### src/rtl/rr_arbiter_4ch.sv
// Four-channel round-robin arbiter with hold-while-requested ownership and a bounded hold time.
// Registered grant index/valid/change outputs feed the downstream 2-to-4 select decoder.
module rr_arbiter_4ch #(
  parameter int unsigned MAX_HOLD = 8,
  parameter int unsigned CNT_W    = 4
) (
  input  logic       clk,
  input  logic       rst,
  input  logic [3:0] req,
  output logic [1:0] gnt_idx,
  output logic       gnt_valid,
  output logic       gnt_change
);

  localparam int unsigned N_CH  = 4;
  localparam int unsigned IDX_W = 2;

  // Last hold count value; with MAX_HOLD == 0 the counter simply saturates and never preempts.
  localparam logic [CNT_W-1:0] HOLD_LAST =
    (MAX_HOLD == 0) ? {CNT_W{1'b1}} : CNT_W'(MAX_HOLD - 1);

  typedef enum logic {
    IDLE  = 1'b0,
    GRANT = 1'b1
  } state_t;

  state_t           state;
  logic [IDX_W-1:0] ptr;
  logic [CNT_W-1:0] hold_cnt;

  logic [N_CH-1:0]  owner_mask;
  logic [N_CH-1:0]  others;
  logic [IDX_W-1:0] next_ptr;
  logic [IDX_W-1:0] idle_win;
  logic [IDX_W-1:0] hand_win;
  logic             preempt;

  // First set request bit searching upward from p, wrapping mod 4.
  function automatic logic [IDX_W-1:0] rr_pick(input logic [N_CH-1:0]  r,
                                               input logic [IDX_W-1:0] p);
    logic [IDX_W-1:0] k;
    logic [IDX_W-1:0] w;
    w = p;
    for (int i = N_CH - 1; i >= 0; i--) begin
      k = p + IDX_W'(i);
      if (r[k]) w = k;
    end
    return w;
  endfunction

  // Candidate winners for a fresh grant from IDLE and for a hand-over away from the owner.
  always_comb begin
    owner_mask = N_CH'(1) << gnt_idx;
    others     = req & ~owner_mask;
    next_ptr   = gnt_idx + IDX_W'(1);
    idle_win   = rr_pick(req, ptr);
    hand_win   = rr_pick(others, next_ptr);
    preempt    = (MAX_HOLD != 0) && (hold_cnt == HOLD_LAST) && (|others);
  end

  always_ff @(posedge clk) begin
    if (rst) begin
      state      <= IDLE;
      ptr        <= '0;
      hold_cnt   <= '0;
      gnt_idx    <= '0;
      gnt_valid  <= 1'b0;
      gnt_change <= 1'b0;
    end else begin
      gnt_change <= 1'b0;
      case (state)
        IDLE: begin
          if (|req) begin
            state      <= GRANT;
            gnt_idx    <= idle_win;
            gnt_valid  <= 1'b1;
            gnt_change <= 1'b1;
            hold_cnt   <= '0;
          end
        end
        GRANT: begin
          if (!req[gnt_idx]) begin
            // Owner released: hand over at this edge if anyone else waits, else go idle.
            ptr      <= next_ptr;
            hold_cnt <= '0;
            if (|others) begin
              gnt_idx    <= hand_win;
              gnt_change <= 1'b1;
            end else begin
              state     <= IDLE;
              gnt_valid <= 1'b0;
            end
          end else if (preempt) begin
            ptr        <= next_ptr;
            gnt_idx    <= hand_win;
            gnt_change <= 1'b1;
            hold_cnt   <= '0;
          end else if (hold_cnt != HOLD_LAST) begin
            hold_cnt <= hold_cnt + CNT_W'(1);
          end
        end
        default: begin
          state     <= IDLE;
          gnt_valid <= 1'b0;
        end
      endcase
    end
  end

endmodule

### config.mk
export PLATFORM = sky130hd
export DESIGN_NAME = rr_arbiter_4ch
export DESIGN_NICKNAME = d
export VERILOG_FILES = /design/src/rtl/rr_arbiter_4ch.sv
export SDC_FILE = /design/constraint.sdc
export NUM_CORES = 1
export LEC_CHECK = 0
export CORE_MARGIN = 2
export CORE_UTILIZATION = 55
export DETAILED_ROUTE_END_ITERATION = 10
export DONT_BUFFER_PORTS = 1
export PLACE_DENSITY = 0.7
export SLEW_MARGIN = 15
export SYNTH_ARGS = -nofsm -noshare
export SYNTH_HDL_FRONTEND = slang
export SYNTH_SLANG_ARGS = --single-unit
### constraint.sdc
create_clock -name clk -period 6 [get_ports clk]
set_input_delay 0.3 -clock clk [delete_from_list [all_inputs] [get_ports clk]]
set_output_delay 0.3 -clock clk [all_outputs]
set_load 0.02 [all_outputs]
==> run metrics <==
outcome=complete, no violations; iteration-0 DRC count of the detailed router=14; Worst Path Arrival=2.80 ns; Max Fclk=~390 MHz; I/O pin count=10; Synth Area in Adders=between 7 and 8%; Clock Sinks=11; Rows=14; area grow syn2layout=1.86%; drt drc=0; die span in y=43.9 um; largest net degree at the start of global routing=16; worst-case clock skew=0.00725 ns; Critical Path Slowest Stage Cell=dfxtp_1; share of cells above drive strength 1=7.69%; H-tree Lvls=1; Reg clk slew, reported paths=0.07 ns; Min-Delay Path Class=in -> reg; Startpoint Class=flip-flop; top cell type's share of synthesized area=about 25%; syn_area_per_cell=8.24 sq um; Pwr per Cell Area=270 nW/um^2; RSZ-0062 raised after global routing=no; Post-Synth Simple-Gate Area=roughly 29%; mapped cell area=873 sq um; CP required=between 6 and 7 ns; Worst slew margin=a little under three fifths; Final ANT Viol Nets=0; Post-Syn Instances=about 110; most common cell after layout, fill and taps aside=nor2_1; Tcrit/Tclk final=about 43%; top post-synthesis cells by area=dfxtp_1 (25%), ha_1 (7.2%), nor2_1 (5.2%), nand2b_1 (5.0%), mux2i_1 (4.6%); leakage power=roughly 0.35 nW; Buffers on Ports=0; die area=1920 sq um; Synth Register Bits=11; clock root buffer=clkbuf_4; CP Max Fanout=15; Most used DFF post-synth=dfxtp_1; final setup TNS=0 ns; Setup violations, final=0; RePlAce Congestion=approximately 0.84; DIE WIDTH=43.9 um; Post-CTS Setup Bufs=0; CTS tree=done; max cap viols=0; largest family of logic cells by synthesized area=simple AND/OR/NAND/NOR gates; gr usage total=22.5%; Util after Layout=59.7%; starting density of the core=58.7%; Synth warnings=0; CP Capture Type=flip-flop; dpl ws=3.45 ns; Post-synth EDFFs=0; Yosys top cell by area=dfxtp_1; Num CTS Buffers=3; sequential area share after synthesis=25.2%; Worst path max stage delay=roughly 0.74 ns; Slew Viols, Final=0; drt wl/cell=15.6 um; VDD IR-drop max=between 0.15 and 0.2 mV; slew of the pin with the lowest slew margin=0.647 ns; post-synth net total=117; drt pass-1 iters=4; core area=1490 sq um; DP HPWL=1.34 mm; Clock Path Buffers=2; first-pass GRT wire length=roughly 3.2 mm; path type of the worst setup path=reg -> reg; Vias=793; Async S/R FF share, synth=0%; Compound-Gate Fraction of Synth Area=between 20% and 30%; final critical-path required period=2.59 ns; crit path cell chain=inv_1 > ha_1 > nand2b_1 > and4_1 > a41o_1 > or3_1 > a21oi_1; worst setup margin=3.41 ns; Fill cells=between 100 and 150; Vias/cell=6.61; count of cell types in the netlist=44; initial antenna violation count=0; vias in the first global route=705; mux share of post-synthesis cell area=7.16%; post-cts repair resize count=0; diode count=0; final count of hold timing violations=0; Overall Power=between 0.2 and 0.25 mW; most frequent cells in the layout=nor2_1 (12), dfxtp_1 (11), nand2b_1 (7); total grt overflow=0; Detailed Route WL=1.88 mm; CTS hold repair buffers=0; XOR/XNOR share of the synthesized area=0%; clk_lat worst skew=0.27 ns; Total Nets Final=116
-- layout make-up --
cell class                      instances  area, sq um  area share (%)
Multi-Input combinational cell         84          604            67.9
Clock buffer                            4         26.3            2.95
Sequential cell                        11          220            24.8
Tap cell                               16         20.0            2.25
Inverter                                5         18.8            2.11
-- report_power, final --
part / total, mW / switching (mW) / internal (mW) / leakage, nW
Sequential: 0.104 / 0.0225 / 0.0817 / 0.0905
Clock: 0.0497 / 0.0239 / 0.0257 / 0.0150
Combinational: 0.0867 / 0.0444 / 0.0423 / 0.249
Total: 0.241 / 0.0908 / 0.150 / 0.354
-- layer usage --
layer | GRT usage, % | vias to the layer above | routed length [um]
li1 | - | 393 | -
met4 | 5.45 | 0 | 9
met2 | 33.5 | 22 | 852
met3 | 9.17 | 2 | 140
met1 | 30.2 | 376 | 876
met5 | 0 | - | 0
-- synthesized netlist by cell type, types with 2 or more instances --
cell type / number
nor2_1: 12
dfxtp_1: 11
nand2b_1: 7
a21oi_1: 5
clkbuf_1: 5
ha_1: 5
inv_1: 5
nand2_1: 5
mux2i_1: 4
nor2b_1: 4
a21boi_0: 3
a221o_1: 2
a311oi_1: 2
nand3_1: 2
nand3b_1: 2
nor3_1: 2
o21ai_0: 2
o32ai_1: 2
-- sequential cells by signal, indices dropped and copies added (netlist names) --
signal      count
gnt_idx         2
ptr             2
state           1
gnt_valid       1
hold_cnt        4
gnt_change      1
-- critical path: cells and delay by family (launching register included) --
| family | cells | cell delay (ns) |
|---|---|---|
| AO/OA/AOI/OAI | 2 | 0.44 |
| flip-flops | 1 | 0.74 |
| buffers and inverters | 1 | 0.30 |
| adder cells (fa/ha/maj) | 1 | 0.29 |
| AND/OR/NAND/NOR | 3 | 0.75 |
-- kinds of logic (layout without fill, tap and decap cells) --
kind of cell	count (synthesis)	count (layout)
simple gates	45	45
compound gates	29	29
buf+inv	11	9
fa+ha+maj	5	5
mux	5	5
flops	11	11
-- per-stage QoR --
stage | instance area (sq um) | std cells | hold slack [ns]
detailed placement | 863 | 116 | 0.376
global route | 890 | 120 | 0.0722
CTS | 890 | 120 | 0.0847
floorplan | 873 | 106 | 0.462
global placement | 863 | 116 | 0.375
finish | 890 | 120 | 0.0902
-- worst paths after layout --
kind                     from     endpoint  slack [ns]  depth (start not counted)
setup / recovery   gnt_idx[0]  hold_cnt[3]        3.41                          7
hold / removal            rst   gnt_idx[1]        0.09                          1
setup reg to reg   gnt_idx[0]  hold_cnt[3]        3.41                          7
hold reg to reg   hold_cnt[3]  hold_cnt[3]        0.50                          2
(Power assumes the default switching activity.)
